File: src/rtl/logic_gate_pipe.sv
// Registered bitwise-logic stage: selected gate of a/b plus AND/OR/XOR reductions of the result, 1-cycle latency.
// Single output register with valid/ready; in_ready drops only while a result is held and not taken.
module logic_gate_pipe #(
  parameter int WIDTH = 8,
  parameter int CNT_W = 16
) (
  input  logic             clk,
  input  logic             rst_n,
  input  logic [WIDTH-1:0] a,
  input  logic [WIDTH-1:0] b,
  input  logic [2:0]       op,
  input  logic             in_valid,
  output logic             in_ready,
  output logic [WIDTH-1:0] y,
  output logic             y_and,
  output logic             y_or,
  output logic             y_xor,
  output logic             out_valid,
  input  logic             out_ready,
  output logic             op_err,
  output logic [CNT_W-1:0] txn_count
);

  typedef enum logic [2:0] {
    OP_AND  = 3'b000,
    OP_OR   = 3'b001,
    OP_XOR  = 3'b010,
    OP_NAND = 3'b011,
    OP_NOR  = 3'b100,
    OP_XNOR = 3'b101,
    OP_NOTA = 3'b110,
    OP_RSVD = 3'b111
  } op_e;

  localparam logic [CNT_W-1:0] CNT_MAX = '1;

  logic             accept;
  logic [WIDTH-1:0] res;
  logic             rsvd;

  // Gating in_ready with rst_n keeps the producer from seeing a ready during reset.
  assign in_ready = rst_n & (~out_valid | out_ready);
  assign accept   = in_valid & in_ready;
  assign rsvd     = (op_e'(op) == OP_RSVD);

  always_comb begin
    res = '0;
    case (op_e'(op))
      OP_AND:  res = a & b;
      OP_OR:   res = a | b;
      OP_XOR:  res = a ^ b;
      OP_NAND: res = ~(a & b);
      OP_NOR:  res = ~(a | b);
      OP_XNOR: res = ~(a ^ b);
      OP_NOTA: res = ~a;
      default: res = '0;
    endcase
  end

  always_ff @(posedge clk or negedge rst_n) begin
    if (!rst_n) begin
      y         <= '0;
      y_and     <= 1'b0;
      y_or      <= 1'b0;
      y_xor     <= 1'b0;
      out_valid <= 1'b0;
      op_err    <= 1'b0;
      txn_count <= '0;
    end else if (accept) begin
      // Reductions are taken from the same value loaded into y so they never lag it.
      y         <= res;
      y_and     <= &res;
      y_or      <= |res;
      y_xor     <= ^res;
      out_valid <= 1'b1;
      if (rsvd) op_err <= 1'b1;
      if (txn_count != CNT_MAX) txn_count <= txn_count + CNT_W'(1);
    end else if (out_ready) begin
      out_valid <= 1'b0;
    end
  end

endmodule

File: config.mk
export PLATFORM = sky130hd
export DESIGN_NAME = logic_gate_pipe
export DESIGN_NICKNAME = d
export VERILOG_FILES = /design/src/rtl/logic_gate_pipe.sv
export SDC_FILE = /design/constraint.sdc
export NUM_CORES = 1
export LEC_CHECK = 0
export CORE_ASPECT_RATIO = 0.75
export CORE_MARGIN = 2
export CORE_UTILIZATION = 50
export CTS_CLUSTER_SIZE = 25
export DETAILED_ROUTE_END_ITERATION = 8
export PLACE_DENSITY = 0.8
export SYNTH_ARGS = -nofsm -noshare
export SYNTH_HDL_FRONTEND = slang
export SYNTH_SLANG_ARGS = --single-unit
File: constraint.sdc
create_clock -name clk -period 3 [get_ports clk]
set_input_delay 0.6 -clock clk [delete_from_list [all_inputs] [get_ports clk]]
set_output_delay 0.6 -clock clk [all_outputs]
set_load 0.05 [all_outputs]
Word level (Yosys, flattened, before mapping) --
Cells that the tools add are included.
Storage, ports and cells: register bits after elaboration 29, bits in latches 0, RAM bits 0, bits in read-only memories 0, input port bits 23, output and inout bits 30, word-level logic and storage cells 37, memories 0
Operators by class: add/subtract/negate cells 1, multipliers 0, divide/modulo/power cells 0, order comparisons 0, equal/unequal tests 8, shift-type cells 0, muxes and demuxes 3, bitwise logic cells 11, reductions and logical operators 7
Operator list (number):
- one-hot mux 8 bit (7 select lines) | 1
- inverter 8 bit | 4
- adder 16 x 1 -> 16 bit (second input constant) | 1
- != test 16 bit (second input constant) | 1
- equality test 3 bit (second input constant) | 4
- AND 8 bit | 1
- OR 8 bit | 1
- AND reduction 8 bit | 1
- OR reduction 8 bit | 1
- XOR reduction 8 bit | 1
- XOR 8 bit | 1
- equality test 3 x 2 -> 1 bit (second input constant) | 2
- AND reduction 2 bit | 2
- equality test 3 x 1 -> 1 bit (second input constant) | 1
- logical NOT 3 bit | 1
- AND 1 bit | 2
- 2-to-1 mux 1 bit | 2
- nonzero test 2 bit | 1
- inverter 1 bit | 1
- OR 1 bit | 1

Depth between registers and ports, before layout --
Gate-level depths: netlist of the first run.
depth in word-level cells 5, gate-level depth with buffers 11, depth with buffers taken out 11

Worst setup path after synthesis of the first run --
OpenSTA, ideal clock, no wires.
kind in2reg, start input a[7], end register y_xor, setup time 128 ps, arrival 2099 ps, required time 2872 ps, setup slack 772 ps, stages on the path 10, buffers on the path 0, path through inv_1 -> ha_1 -> mux2_2 -> o22ai_1 -> o21a_1 -> inv_1 -> ha_1 -> xnor2_1 -> xnor2_1 -> o21ai_0
Between the ends: longest elaborated chain between the ends 4, elaborated cells between the ends (all ways) 9, classes of those cells mux (1); bitwise (7); reduce/logical (1)
Ends and longest elaborated chain:
- start, declared | RTL line 9 | input logic [WIDTH-1:0] a,
- XOR 8 bit, or another cell as far along | RTL line 51, 54
- inverter 8 bit (on tied branches) | RTL line 54, 52, 53
- one-hot mux 8 bit (7 select lines) * | RTL line 48 | case (op_e'(op))
- net res[7] | RTL line 38 | logic [WIDTH-1:0] res;
- XOR reduction 8 bit * | RTL line 74 | y_xor <= ^res;
- end signal, assigned | RTL line 74
- end, declared | RTL line 17 | output logic y_xor,
The timed path passes the listed nets; every way through them passes the cells marked *. A chain may end at the register's enable or synchronous reset.

Worst setup path in the final report of the first run --
start input a[3], end register y_xor
The elaborated chain is that of the path after synthesis.

==> results of run 1 <==
## state kept, by name, indices dropped and copies added, names as in the netlist
| register | cells |
|---|---|
| y | 8 |
| y_or | 1 |
| txn_count | 16 |
| y_and | 1 |
| op_err | 1 |
| out_valid | 1 |
| y_xor | 1 |
## layout by cell type (no fill, tap or decap), types with 3 or more instances in the layout
cell	n
ha_1	25
o221ai_2	4
a221oi_1	3
o21ai_0	12
nor3_2	3
mux2i_1	5
xnor2_1	16
and3_1	3
a211oi_1	3
nand3_1	8
nand4_1	7
dfrtp_1	29
nor2_1	10
o221ai_1	3
clkdlybuf4s50_1	51
a21oi_1	7
clkbuf_8	6
buf_4	9
inv_1	31
mux2_2	6
nand2_1	14
## layer usage
layer  GRT usage [%]  vias to the layer above  routed length, microns
met5               0                        -                       0
met4           3.390                        0                      26
met3           5.132                        4                     250
met2           30.71                       46                    1926
met1           28.40                      821                    2118
li1                -                      914                       -
## cell type report
type / count / share of cell area (%)
flip-flops and latches: 29 / 24.99
multi-input cells: 156 / 44.94
clock buffers: 7 / 2.973
inverters: 32 / 4.136
repair buffers: 61 / 20.59
well taps: 55 / 2.370
## how the worst max path moves through the flow
stage,from,endpoint,slack (ns),depth (start not counted)
final,a[3],y_xor$_DFFE_PN0P_,0.38,11
after global routing,a[3],y_xor$_DFFE_PN0P_,0.18,12
after CTS,a[6],y_xor$_DFFE_PN0P_,0.37,11
after detailed placement,a[6],y_xor$_DFFE_PN0P_,0.09,11
after global placement,a[6],y_xor$_DFFE_PN0P_,0.12,11
after floorplan,a[7],y_xor$_DFFE_PN0P_,0.77,10
## cells by family after synthesis
family,synth area share [%]
xor+xnor,7.171
compound gates,14.74
buf+inv,7.626
flops,33.01
simple gates,17.19
mux,6.033
fa+ha+maj,14.23
## critical path, cell delays in order
cell and delay [ns]:
clkdlybuf4s50_1 0.53, inv_1 0.06, ha_1 0.31, a221oi_1 0.26, o21ai_0 0.14, o221ai_2 0.10
inv_1 0.07, ha_1 0.28, xnor2_1 0.18, xnor2_1 0.13, o21ai_0 0.08
## per-stage QoR
stage	setup slack [ns]	area, sq um	utilization [%]	hold WS [ns]	cells
floorplan	0.7724	2198	-	0.3044	226
global placement	0.1162	2818	68.24	0.4581	333
detailed placement	0.08563	2818	68.24	0.4703	333
CTS	0.3664	2904	70.33	0.4854	340
global route	0.1828	2904	70.33	0.5010	340
finish	0.3834	2904	70.33	0.4785	340
## power groups by stage
stage / combinational [mW] / clock (mW) / sequential [mW]
floorplan: 0.235 / 0 / 0.782
global placement: 0.725 / 0 / 0.539
detailed placement: 0.737 / 0 / 0.538
CTS: 0.740 / 0.323 / 0.533
global route: 0.787 / 0.340 / 0.544
finish: 0.732 / 0.313 / 0.532
## synthesized netlist by cell type (2+ instances only)
master	number	area share, %
mux2i_1	5	2.3
buf_4	2	0.68
nor2_1	10	1.7
xor2_1	2	0.80
nand2_1	14	2.4
nand3_1	8	1.8
clkbuf_1	2	0.34
ha_1	25	14
a211oi_1	3	1.0
and2_1	2	0.57
inv_1	31	5.3
a41oi_1	2	0.80
and3_1	3	0.85
o21ai_0	12	2.7
buf_2	5	1.1
a21oi_1	7	1.6
dfrtp_1	29	33
xnor2_1	16	6.4
a221oi_1	3	1.2
nand3_4	2	1.6
mux2_2	6	3.1
nor3_1	2	0.46
and3_4	2	1.0
o221ai_1	3	1.2
nand4_1	7	2.0
nor3_2	3	1.4
o221ai_2	4	2.7
==> results, run 1 <==
- The worst clock skew on the final layout is 0.003540 ns.
- The detailed-router iteration count before antenna repair is 4.
- The TritonCTS clock tree is built.
- The floorplan step defined a die boundary enclosing 4949 sq um.
- The sum of negative setup slack is 0 ns.
- The effective utilization at floorplan is 53.24%.
- The global-route wire length before repair is 7603 microns.
- The clock buffer count from CTS is 5.
- Setup repair after global routing left no endpoint under its margin.
- The number of endpoints failing setup at the final stage is 0.
- The filler cell count is 324.
- In this run, the clock network consumes 19.8% of the power.
- The endpoint type of the worst setup path is a register.
- For this design the static power due to leakage is 1.326 nW.
- Static timing analysis puts the maximum clock frequency at 382.2 MHz.
- Cell internal power was estimated by the tool at 0.9339 mW.
- The clock net in this run drives a total of 29 sinks.
- The number of nets in the layout is 333.
- Dividing the detail-routed wire length by the instance count gives 12.71 microns.
- The area used by multi-input combinational logic is 1305 sq um.
- At the pin with the least slew margin, the transition time is 0.5183 ns.
- The die span in y is 61.43 microns.
- The commonest register cell after synthesis is dfrtp_1.
- In this run the critical register-to-register path is launched from txn_count[0]$_DFFE_PN0P_.
- The die outline width is 80.57 microns.
- In this run the critical register-to-register path is captured at txn_count[1]$_DFFE_PN0P_.
- Compared with the post-synthesis result, the final layout area differs by 32.10%.
- The number of placed I/O pins is 53.
- The count of synthesis-stage warnings from yosys is 0.
- Once detailed placement completed, the half-perimeter wirelength came to 3605 microns.
- The path with the worst hold slack has its endpoint at op_err$_DFFE_PN0P_.
- The power density over the cells is 543.0 nW/um^2.
- The ratio of routed vias to standard cells is 5.250.
- The core region is 4129 sq um.
- After clock tree synthesis, the setup repair step added 0 buffers.
- The hold violation total from the final report is 0.
- The worst pin sits at a relative slew slack of 65.34%.
- For this design the total switching power over the nets is 0.6431 mW.
- The number of enable-type register cells in the synthesized netlist is 0.
- The critical setup path kind is in2reg.
- The number of maximum-capacitance violations is 0.
- Buffers placed on the I/O ports in this run total 52.
- Across the VDD grid, the largest voltage drop is 0.4820 mV.
- STA puts the critical path data arrival time at 2.76 ns.
- The number of cells on the worst reg-to-reg path is 5.
- The clock network latency to the later pin of the worst-skew pair is 0.27 ns.
- The final routed wirelength across all metal layers is 4321 microns.
- The antenna diode instance count is 0.
- The global routing usage summed across all routing layers is 19.68%.
- The overflow left after global routing is 0.
- Net switching is 40.78% of the power.
- The fraction of power consumed by sequential logic is 33.7%.
- Combinational logic burns 46.4% of the power.
- After detailed routing, the number of remaining DRC violations is 0.
- The final clock period utilization by the worst path is 87.22%.
- The number of global-route vias before repair was 1703.
- The initialized floorplan defines 20 standard-cell rows.
- The number of H-tree levels is 2.
- The mapped cell area is 2198 sq um.
- The area taken by flip-flops and latches is 725.7 sq um.
- The required time at the endpoint of the critical path is 3.15 ns.
- Entering global routing, the biggest net connects 24 pins.
- The max-slew violation total from the final report is 0.
- The run finished with clean final reports.
- The fraction of final layout cells sized beyond drive strength 1 is 14.04%.
- The minimum period implied by the final worst setup slack is 2.617 ns.
- A synthesized cell averages 9.727 sq um.
- The post-cts sizing count is 0.
- After synthesis, flip-flops and latches occupy 33.01% of the total area.
- Counting instances, the worst hold path has a depth of 1.
- The number of antenna violations at the first check in global routing came to 0.
- The type of the most critical hold path is reg2reg.
- The count of nets left with antenna violations once routing finished came out at 0.
- The routability congestion estimate from global placement is 0.8097.
- Synthesis instantiated 43 different standard cells from the library.
- In this run the most critical hold path is launched from op_err$_DFFE_PN0P_.
- Across all register-to-register paths, the minimum setup slack is 1.26 ns.
- Counting flops with an async set or reset pin after synthesis yields a share of 100.0%.
- Hold repair after CTS inserted 0 buffers.
- The final total power is 1.577 mW.
- The buffer type at the clock tree root is clkbuf_8.
- The first routing iteration left 141 violations.
- The synthesized instance count is 226.
- After synthesis the netlist holds a flip-flop and latch count of 29.
- The category of the worst setup path launch point is an input port.
- The clock tree buffer depth is 2.
- The total nets after synthesis is 274.
- Of all nets on the critical path, the largest fanout is 3.
- After clock tree synthesis, the clock-pin slew on the worst setup and hold paths is 0.06 ns.
- The routed layout has 1785 vias.
Power figures use the tool's default switching activity.
==> run 2: changes to the inputs <==
--- a/config.mk
+++ b/config.mk
@@ -7,10 +7,10 @@
 export LEC_CHECK = 0
 export CORE_ASPECT_RATIO = 0.75
 export CORE_MARGIN = 2
-export CORE_UTILIZATION = 50
+export CORE_UTILIZATION = 45
 export CTS_CLUSTER_SIZE = 25
 export DETAILED_ROUTE_END_ITERATION = 8
-export PLACE_DENSITY = 0.8
+export PLACE_DENSITY = 0.76
 export SYNTH_ARGS = -nofsm -noshare
 export SYNTH_HDL_FRONTEND = slang
 export SYNTH_SLANG_ARGS = --single-unit
==> constraint.sdc (replaced) <==
create_clock -name clk -period 2.4 [get_ports clk]
set_input_delay 0.48 -clock clk [delete_from_list [all_inputs] [get_ports clk]]
set_output_delay 0.48 -clock clk [all_outputs]
set_load 0.05 [all_outputs]
==> run 2 against run 1 <==
Against the previous run:
- hold slack worse by 0.0013 ns
- cell count is 6.5% higher
- non-clock buffer count is 19 higher
- sequential share of layout area is 2.4 points lower
- clock power rose by 24%
- largest cell class unchanged
- critical endpoint unchanged
- global-route usage fell by 0.34 points
- clock skew up 0.0049 ns
==> results, run 2 (synthesis results as in run 1) <==
- The routability congestion estimate from global placement is 0.8466 (was 0.8097).
- The filler cell count is 347 (was 324).
- The die span in y is 64.53 microns (was 61.43 microns).
- The required time at the endpoint of the critical path is 2.57 ns (was 3.15 ns).
- The number of H-tree levels came to 2 (unchanged).
- The worst-case register-to-register setup slack is 0.66 ns (was 1.26 ns).
- Counting I/O delays and the setup requirement, the final critical path takes 2.347 ns.
- List of cells traversed by the critical path: clkdlybuf4s50_1 > inv_1 > ha_4 > inv_1 > a21oi_1 > a21oi_1 > o221ai_2 > inv_1 > ha_4 > xnor2_2 > xnor2_1 > o21ai_1 (was clkdlybuf4s50_1 > inv_1 > ha_1 > a221oi_1 > o21ai_0 > o221ai_2 > inv_1 > ha_1 > xnor2_1 > xnor2_1 > o21ai_0).
- Status: finished clean (unchanged).
- The area inside the core boundary is 4572 sq um (was 4129 sq um).
- The clock tree buffer depth came to 2 (unchanged).
- The floorplan die area was 5466 sq um (was 4949 sq um).
- The slew of the pin with the lowest slew margin is 0.5441 ns (was 0.5183 ns).
- The type of the most critical hold path was in2async (was reg2reg).
- The clock network latency to the later pin of the worst-skew pair is 0.28 ns (was 0.27 ns).
- The clock-pin slew reported for the worst setup and hold paths after clock tree synthesis is 0.07 ns (was 0.06 ns).
- The cell at the slowest stage of the critical path is clkdlybuf4s50_1 (unchanged).
- The critical setup path kind is in2reg (unchanged).
- The number of antenna violations at the first check in global routing came to 0 (unchanged).
- The overflow left after global routing is 0 (unchanged).
- The global routing usage summed across all routing layers is 19.34% (was 19.68%).
- The number of rows created at floorplan is 21 (was 20).
- The maximum frequency from static timing analysis is 426.0 MHz.
- The highest fanout seen on the critical path came to 3 (unchanged).
- The post-placement setup slack came to -0.3737 ns (was 0.08563 ns).
- The global-route wire length before repair is 8652 microns (was 7603 microns).
- The peak per-stage delay on the critical path is 0.49 ns (was 0.53 ns).
- The detailed-router iteration count before antenna repair was 4 (unchanged).
- The number of global-route vias before repair is 1824 (was 1703).
- The buffer type at the clock tree root was clkbuf_8 (unchanged).
- The final routed wirelength across all metal layers is 5052 microns (was 4321 microns).
- The antenna diode instance count is 0 (unchanged).
- The endpoint type of the worst setup path was a register (unchanged).
- The number of buffers inserted by port buffering is 52 (unchanged).
- The final cell area excluding filler cells is 3206 sq um (was 2904 sq um).
- The max-slew violation total from the final report is 0 (unchanged).
- The number of nets in the layout is 352 (was 333).
- The sum of negative setup slack was 0 ns (unchanged).
- The static leakage is 1.455 nW (was 1.326 nW).
- Top Registers: txn_count x16, y x8 (unchanged).
- The most common cell after layout, fill and taps aside is clkdlybuf4s50_1 (unchanged).
- Most used cells in the layout excluding fill and tap cells: clkdlybuf4s50_1, dfrtp_1, inv_1, buf_4, ha_1 (was clkdlybuf4s50_1, inv_1, dfrtp_1).
- The wire length per cell is 13.96 microns (was 12.71 microns).
- The number of maximum-capacitance violations is 0 (unchanged).
- The die outline width was 84.71 microns (was 80.57 microns).
- By instance count, the cell type seen most on the critical path is inv_1.
- The flip-flop count of the largest register, all copies and words added was 16 (unchanged).
- The fraction of final layout cells sized beyond drive strength 1 is 27.54% (was 14.04%).
- The total placed instance area is 2955 sq um (was 2818 sq um).
- The capture point of the worst reg-to-reg path is txn_count[15]$_DFFE_PN0P_ (was txn_count[1]$_DFFE_PN0P_).
- The TritonCTS clock tree was built (unchanged).
- The ratio of routed vias to standard cells is 5.210 (was 5.250).
- The detailed-route DRC error count came to 0 (unchanged).
- The worst clock skew on the final layout is 0.008419 ns (was 0.003540 ns).
- The final clock period utilization by the worst path is 97.80%.
- The total number of vias is 1886 (was 1785).
- The post-route worst setup slack came to 0.05279 ns (was 0.3834 ns).
- The relative slew slack is 63.61% (was 65.34%).
- The number of cells on the worst reg-to-reg path was 6 (was 5).
- The initial DRC count was 69 (was 141).
- The worst voltage drop across the vdd grid was 0.6036 mV (was 0.4820 mV).
- The area overhead of the layout relative to synthesis is 45.82% (was 32.10%).
- The effective utilization at floorplan is 48.08% (was 53.24%).
- The number of sinks handled by clock tree synthesis is 29 (unchanged).
- The number of placed I/O pins is 53 (unchanged).
- The critical register-to-register path startpoint is txn_count[0]$_DFFE_PN0P_ (unchanged).
- The pin count of the biggest net entering global routing is 24 (unchanged).
- The HPWL reported at the end of detailed placement was 3868 microns (was 3605 microns).
- The data arrival at the endpoint of the critical path is 2.52 ns (was 2.76 ns).
- The power density over the cells is 652.0 nW/um^2 (was 543.0 nW/um^2).
- The remaining antenna violation count after routing is 0 (unchanged).
- The register with the most flip-flops is txn_count (unchanged).
- The clock buffer count from CTS came to 5 (unchanged).
- The hold violation total from the final report is 0 (unchanged).
- The number of endpoints failing setup at the final stage was 0 (unchanged).
- The category of the worst setup path launch point was an input port (unchanged).
## run 2: changes by cell type in the layout (fill, tap and decap cells not counted), moves of 6 or more
cell,before,now
buf_4,9,27
ha_4,0,7
o21ai_1,0,6
o21ai_0,12,5
ha_1,25,18
## run 2: report_power, final
group / switching, mW / internal (mW) / total [mW]
clock network: 0.189 / 0.199 / 0.389
registers: 0.0900 / 0.579 / 0.669
logic: 0.605 / 0.427 / 1.03
total: 0.884 / 1.21 / 2.09
## run 2: layout make-up
type                       count  area [sq um]  area share, %
clock buffer                   5         68.82          2.147
clock inverter                 3         17.52         0.5464
inverter                      32         120.1          3.747
multi-input combinational    156          1453          45.32
sequential                    29         725.7          22.64
tap                           57         71.32          2.225
timing repair buffer          80         749.5          23.38
## run 2: per-layer routing
metal,up-vias,GRT usage [%],wire [microns]
met4,0,3.175,39
met3,4,4.459,208
li1,943,-,-
met2,36,30.02,2287
met1,903,28.06,2516
met5,-,0,0
## run 2: repair_timing
action                                  in CTS  in global routing
pin swaps                                    2                 12
resized for setup                           11                 23
hold buffers                                 0                  0
endpoints found under the setup margin       1                  1
setup buffers                                0                  1
## run 2: worst max path at each step
stage | slack [ns] | depth (start not counted) | start | end
after floorplan | 0.29 | 10 | a[7] | y_xor$_DFFE_PN0P_
after global placement | -0.32 | 11 | a[6] | y_xor$_DFFE_PN0P_
after detailed placement | -0.37 | 11 | a[6] | y_xor$_DFFE_PN0P_
after CTS | 0.001 | 11 | a[3] | y_xor$_DFFE_PN0P_
after global routing | -0.03 | 12 | b[3] | y_xor$_DFFE_PN0P_
final | 0.05 | 12 | a[6] | y_xor$_DFFE_PN0P_
## run 2: per-stage QoR
step | hold WS, ns | util, % | cells | total power [mW]
after floorplan | 0.1844 | - | 226 | 1.271
after global placement | 0.4651 | 64.64 | 353 | 1.616
after detailed placement | 0.4710 | 64.64 | 353 | 1.637
after CTS | 0.4798 | 67.54 | 361 | 2.060
after global routing | 0.4771 | 70.11 | 362 | 2.204
final | 0.4772 | 70.11 | 362 | 2.090
## run 2: critical path, delay by kind of cell
family / cells / cell delay (ns)
compound gates: 4 / 0.48
fa+ha+maj: 2 / 0.53
buf+inv: 4 / 0.71
xor+xnor: 2 / 0.31
